==> src/rtl/sensor_condicionador.sv <==
// rtl/sensor_condicionador.sv - float-switch synchroniser, debouncer and tank-consistency fault latch (optional FAULT_SAFE_EN)
module sensor_condicionador #(
    parameter int DEBOUNCE     = 8,
    parameter int FAULT_CYCLES = 16
) (
    input  logic clk,
    input  logic rst,
    input  logic raw_s1,
    input  logic raw_s2,
    input  logic raw_s3,
    input  logic raw_s4,
    input  logic clr_fault,
    output logic s1,
    output logic s2,
    output logic s3,
    output logic s4,
    output logic fault_inf,
    output logic fault_sup,
    output logic sensores_ok
);

    localparam int DW = $clog2(DEBOUNCE);
    localparam int FW = $clog2(FAULT_CYCLES + 1);
    localparam logic [DW-1:0] DB_LAST  = DW'(DEBOUNCE - 1);
    localparam logic [FW-1:0] FC_MAX   = FW'(FAULT_CYCLES);
    localparam logic [FW-1:0] FC_ARMED = FW'(FAULT_CYCLES - 1);

    // Bit 0..3 map to s1..s4.
    logic [3:0]    raw;
    logic [3:0]    sync1_q, sync2_q;
    logic [3:0]    filt_q, filt_d;
    logic [DW-1:0] cnt_q [4];
    logic [DW-1:0] cnt_d [4];

    logic [FW-1:0] fcnt_inf_q, fcnt_inf_d, fcnt_sup_q, fcnt_sup_d;
    logic          fault_inf_q, fault_inf_d, fault_sup_q, fault_sup_d;
    logic          ok_q, ok_d;
    logic          incons_inf, incons_sup;
    logic [3:0]    s_out;

    assign raw = {raw_s4, raw_s3, raw_s2, raw_s1};

    // Two-flop synchroniser for the asynchronous switch inputs.
    always_ff @(posedge clk or posedge rst) begin
        if (rst) begin
            sync1_q <= '0;
            sync2_q <= '0;
        end else begin
            sync1_q <= raw;
            sync2_q <= sync1_q;
        end
    end

    // Debounce: a channel flips only after DEBOUNCE consecutive mismatching samples.
    always_comb begin
        filt_d = filt_q;
        for (int i = 0; i < 4; i++) begin
            cnt_d[i] = '0;
            if (sync2_q[i] != filt_q[i]) begin
                if (cnt_q[i] == DB_LAST) begin
                    filt_d[i] = ~filt_q[i];
                end else begin
                    cnt_d[i] = cnt_q[i] + 1'b1;
                end
            end
        end
    end

    // Debounce state registers.
    always_ff @(posedge clk or posedge rst) begin
        if (rst) begin
            filt_q <= '0;
            for (int i = 0; i < 4; i++) cnt_q[i] <= '0;
        end else begin
            filt_q <= filt_d;
            for (int i = 0; i < 4; i++) cnt_q[i] <= cnt_d[i];
        end
    end

    assign incons_inf = filt_q[1] & ~filt_q[0];
    assign incons_sup = filt_q[3] & ~filt_q[2];

    // Persistence counters and fault latches; a clear only takes when the tank reads consistent.
    always_comb begin
        fcnt_inf_d  = '0;
        fcnt_sup_d  = '0;
        fault_inf_d = fault_inf_q;
        fault_sup_d = fault_sup_q;
        if (incons_inf) begin
            fcnt_inf_d = (fcnt_inf_q == FC_MAX) ? fcnt_inf_q : fcnt_inf_q + 1'b1;
            if (fcnt_inf_q >= FC_ARMED) fault_inf_d = 1'b1;
        end else if (clr_fault) begin
            fault_inf_d = 1'b0;
        end
        if (incons_sup) begin
            fcnt_sup_d = (fcnt_sup_q == FC_MAX) ? fcnt_sup_q : fcnt_sup_q + 1'b1;
            if (fcnt_sup_q >= FC_ARMED) fault_sup_d = 1'b1;
        end else if (clr_fault) begin
            fault_sup_d = 1'b0;
        end
        ok_d = ~(fault_inf_d | fault_sup_d);
    end

    // Fault state registers; sensores_ok tracks the next-state flags so it moves with them.
    always_ff @(posedge clk or posedge rst) begin
        if (rst) begin
            fcnt_inf_q  <= '0;
            fcnt_sup_q  <= '0;
            fault_inf_q <= 1'b0;
            fault_sup_q <= 1'b0;
            ok_q        <= 1'b1;
        end else begin
            fcnt_inf_q  <= fcnt_inf_d;
            fcnt_sup_q  <= fcnt_sup_d;
            fault_inf_q <= fault_inf_d;
            fault_sup_q <= fault_sup_d;
            ok_q        <= ok_d;
        end
    end

`ifdef FAULT_SAFE_EN
    // Report both tanks full while any fault is latched so the controller idles both motors.
    assign s_out = (fault_inf_q | fault_sup_q) ? 4'hF : filt_q;
`else
    assign s_out = filt_q;
`endif

    assign s1          = s_out[0];
    assign s2          = s_out[1];
    assign s3          = s_out[2];
    assign s4          = s_out[3];
    assign fault_inf   = fault_inf_q;
    assign fault_sup   = fault_sup_q;
    assign sensores_ok = ok_q;

endmodule

==> config.mk <==
export PLATFORM = sky130hd
export DESIGN_NAME = sensor_condicionador
export DESIGN_NICKNAME = d
export VERILOG_FILES = /design/src/rtl/sensor_condicionador.sv
export SDC_FILE = /design/constraint.sdc
export NUM_CORES = 1
export LEC_CHECK = 0
export CAP_MARGIN = 20
export CORE_MARGIN = 1
export CORE_UTILIZATION = 25
export DETAILED_ROUTE_END_ITERATION = 7
export DONT_BUFFER_PORTS = 1
export GPL_ROUTABILITY_DRIVEN = 0
export PLACE_DENSITY_LB_ADDON = 0.25
export SYNTH_ARGS = -nofsm -noshare
export SYNTH_HDL_FRONTEND = slang
export SYNTH_SLANG_ARGS = --single-unit
==> constraint.sdc <==
create_clock -name clk -period 2.3 [get_ports clk]
set_clock_uncertainty 0.1 [all_clocks]
set_input_delay 0.46 -clock clk [delete_from_list [all_inputs] [get_ports clk]]
set_output_delay 0.46 -clock clk [all_outputs]
set_load 0.01 [all_outputs]
==> impl.org <==
** Synth
- Post-Syn Nets :: 136
- The synthesized design spends more area on one cell type than any other, namely sky130_fd_sc_hd__dfrtp_1.
- Synthesis handed over a netlist of 115 instances.
- Cell types with the largest area share after synthesis :: sky130_fd_sc_hd__dfrtp_1 59%, sky130_fd_sc_hd__ha_1 11%, sky130_fd_sc_hd__xnor2_1 4.0%
- Yosys mapped a number of flops with a built-in enable equal to 0.
- Of the post-synthesis cell area, the dominant cell type holds 0.589.
- Most numerous cell in the Yosys netlist :: sky130_fd_sc_hd__dfrtp_1
- Unique cell type count in the Yosys netlist :: 21
- For this run, asynchronously set or reset flops after synthesis account for 1.00.
- Summed instance area of the synthesized netlist :: 1530 um2
- Among all flip-flop cells after synthesis, the most frequent one is sky130_fd_sc_hd__dfrtp_1.
- Yosys printed 0 warnings.
- The synthesized design contains 37 register bits.
- By count the netlist is led by 36 x sky130_fd_sc_hd__dfrtp_1, 14 x sky130_fd_sc_hd__ha_1, 9 x sky130_fd_sc_hd__inv_1.
- Post-Syn Area per Cell :: 13.3 um2
- The share of the Yosys chip area taken by registers is 0.606.

** GRT
- Entering global routing, the biggest net connects 38 pins.
- Global-route wire length before repair :: 4.12 mm
- The via count of the first global-routing pass was 936.
- GRT Overall Usage :: 0.0871
- Antenna violations before repair :: 0
- Met1 routing resource usage after global routing :: 0.0926
- In the global route stage, met3 resource usage came out at 0.0352.
- After global routing, the most crowded layer is met2.
- GRT met2 Usage :: 0.144
- The total overflow left after global routing is 0.

** Clock tree
- TritonCTS built the clock tree.
- Count of cells resized by post-cts repair :: 0
- The tree is rooted in a sky130_fd_sc_hd__clkbuf_8.
- Hold_buf cts :: 0
- Worst-skew pair later-pin latency :: 0.29 ns
- Clock-pin slew was measured on the worst setup and hold paths at 0.07 ns.
- Setup Buffers After CTS :: 0
- Number of buffers created by CTS :: 5
- The H-tree was split into 2 levels.
- The clock drives 37 sinks.
- Buffer levels on the longest clock path :: 2

** Critical path
- In this run the worst path has a maximum fanout of 5.
- Broken down by cell family, the worst path's largest delay share belongs to simple AND/OR/NAND/NOR gates.
- Buf+Inv Stages, Crit Path :: 0
- The worst setup path is captured at a flop.
- The worst setup path is launched from a flop.
- Arrival time of the worst setup path :: 1.68 ns
- Kind of critical path :: flop to flop
- Critical Path, Cell by Cell :: ha_1, and3_2, ha_1, nor3_1, a22oi_1, nor2_1
- Stage delay of the slowest cell on the critical path :: 0.42 ns
- At the worst endpoint, the required time is 2.42 ns.
- Among all stages on the critical path, the largest delay is contributed by sky130_fd_sc_hd__dfrtp_1.
- In this design, the critical path's most frequently occurring cell is sky130_fd_sc_hd__ha_1.

** Drt
- Post-Route WL :: 2.23 mm
- Detailed-routing iteration count for the pre-antenna-repair pass :: 4
- DR WL/cell :: 11.2 um
- Starting DRC count in detailed routing :: 23
- Post-route ant nets :: 0
- Ratio of routed vias to standard cells :: 4.28
- For this run, design rule violations remaining after detail routing come to 0.
- The routed layout has 852 vias.

** Power
- Total power density per cell area :: 956 nW/um2
- P_leak :: 0.768 nW
- Worst voltage drop across the vdd grid :: 0.000339 V

** Job
- Across the run, the number of max-cap violations was 0.

** Floorplanning
- DIE WIDTH :: 80.2 um
- The die covers 6440 um2.
- The region available for standard cell placement spans 5920 um2.
- I/O pins :: 14
- For this configuration, the core starts out at a cell density of 0.258.
- Die outline height :: 80.2 um
- Standard-cell row count :: 28

** Timing
- Number of hold violations in the final report :: 0
- Part of the cycle the worst path needs :: 0.677
- Maximum clock frequency :: 0.643 GHz
- For the finished layout, the period the worst path requires is 1.56 ns.
- Unrepaired setup endpoints after global routing :: false
- Max-Slew Margin vs Limit :: 0.690
- Final Slew Violations :: 0
- Setup violations remaining at the end of the flow were counted as 0.
- In the final timing run, aggregate negative setup slack is 0 ns.
- In the post-route analysis, the smallest setup slack over all paths is 0.744 ns.
- Worst-margin pin slew :: 0.465 ns

** Outcome
- Outcome :: completed

** Finish
- Area overhead of the layout relative to synthesis :: 12.3%
- # nets final :: 144
- Proportion of layout cells with a drive suffix above 1 :: 0.129
- FILL cells :: 608
- Number of antenna cells inserted :: 0

** Place
- Timing analysis after detailed placement gives a worst setup slack of 0.754 ns.
- Post-DP HPWL :: 1.64 mm
- Port buffering added 0 buffers.

** Min path
- Type of the most critical hold path :: input port to asynchronous set/reset pin
report_power, final:
part / internal, W / total (W) / switching [W] / leakage, nW
clock network: 0.000213 / 0.000437 / 0.000224 / 0.0374
logic: 0.000158 / 0.000314 / 0.000156 / 0.248
registers: 0.000783 / 0.000893 / 0.000110 / 0.483
flip-flops by register name, summed over array words and instances, names as in the netlist:
| register | count |
|---|---|
| filt_q | 4 |
| sync1_q | 4 |
| cnt_q | 12 |
| sync2_q | 4 |
| sensores_ok | 1 |
| fcnt_inf_q | 5 |
| fcnt_sup_q | 5 |
| fault_sup | 1 |
| fault_inf | 1 |
metal layers:
layer / wire length [um] / vias to the layer above
met5: 0 / -
met4: 53 / 0
met3: 127 / 8
met2: 1070 / 21
met1: 976 / 420
li1: - / 403
worst paths after layout:
| path | start | endpoint | slack, ns | cells after the start |
|---|---|---|---|---|
| min in group clk | raw_s1 | sync1_q[0] | 0.10 | 0 |
| min reg2reg | sync1_q[1] | sync2_q[1] | 0.25 | 0 |
| max reg2reg | fcnt_inf_q[1] | sensores_ok | 0.74 | 6 |
| max in group asynchronous | rst | sensores_ok | 1.68 | 2 |
| max | fcnt_inf_q[1] | sensores_ok | 0.74 | 6 |
| min | rst | cnt_q[5] | 0.07 | 2 |
kinds of logic (layout without fill, tap and decap cells):
logic type / Yosys count / in the layout / synth area share
buffers and inverters: 9 / 18 / 0.0221
AO/OA/AOI/OAI: 4 / 4 / 0.0164
flip-flops: 37 / 37 / 0.606
multiplexers: 6 / 6 / 0.0425
AND/OR/NAND/NOR: 35 / 35 / 0.141
XOR/XNOR: 10 / 10 / 0.0572
adder cells (fa/ha/maj): 14 / 14 / 0.114
layout make-up:
class	instances	area (um2)	share of cell area
multi-input combinational	69	569	0.331
clock inverter	2	15.0	0.00873
sequential	37	927	0.539
inverter	9	33.8	0.0197
tap	75	93.8	0.0546
timing repair buffer	1	7.51	0.00437
clock buffer	6	72.6	0.0422
per-stage QoR:
stage	utilization	area [um2]	std cells	hold WS, ns	power (W)
CTS	0.290	1720	199	0.0723	0.00169
global route	0.290	1720	199	0.0667	0.00178
finish	0.290	1720	199	0.0663	0.00164
floorplan	-	1530	115	0.231	0.00113
global placement	0.276	1630	191	0.238	0.00118
detailed placement	0.276	1630	191	0.237	0.00123
cell usage in the layout (no fill, tap or decap):
cell                         instances
sky130_fd_sc_hd__dfrtp_1            36
sky130_fd_sc_hd__ha_1               14
sky130_fd_sc_hd__inv_1               9
sky130_fd_sc_hd__xnor2_1             7
sky130_fd_sc_hd__nor3_1              7
sky130_fd_sc_hd__nor2_1              7
sky130_fd_sc_hd__clkbuf_8            5
sky130_fd_sc_hd__nand2b_1            4
sky130_fd_sc_hd__mux2_2              4
sky130_fd_sc_hd__nor3b_1             4
sky130_fd_sc_hd__xor2_1              3
sky130_fd_sc_hd__nor2b_1             3
sky130_fd_sc_hd__and4bb_4            2
sky130_fd_sc_hd__a21oi_1             2
sky130_fd_sc_hd__and2_1              2
sky130_fd_sc_hd__nand4_1             2
sky130_fd_sc_hd__a22oi_1             2
sky130_fd_sc_hd__mux2i_1             2
sky130_fd_sc_hd__nand3_1             2
sky130_fd_sc_hd__clkinvlp_4          2
sky130_fd_sc_hd__and3_2              1
sky130_fd_sc_hd__and3_1              1
sky130_fd_sc_hd__clkbuf_1            1
sky130_fd_sc_hd__buf_4               1
sky130_fd_sc_hd__dfstp_2             1
Power figures use the tool's default switching activity.
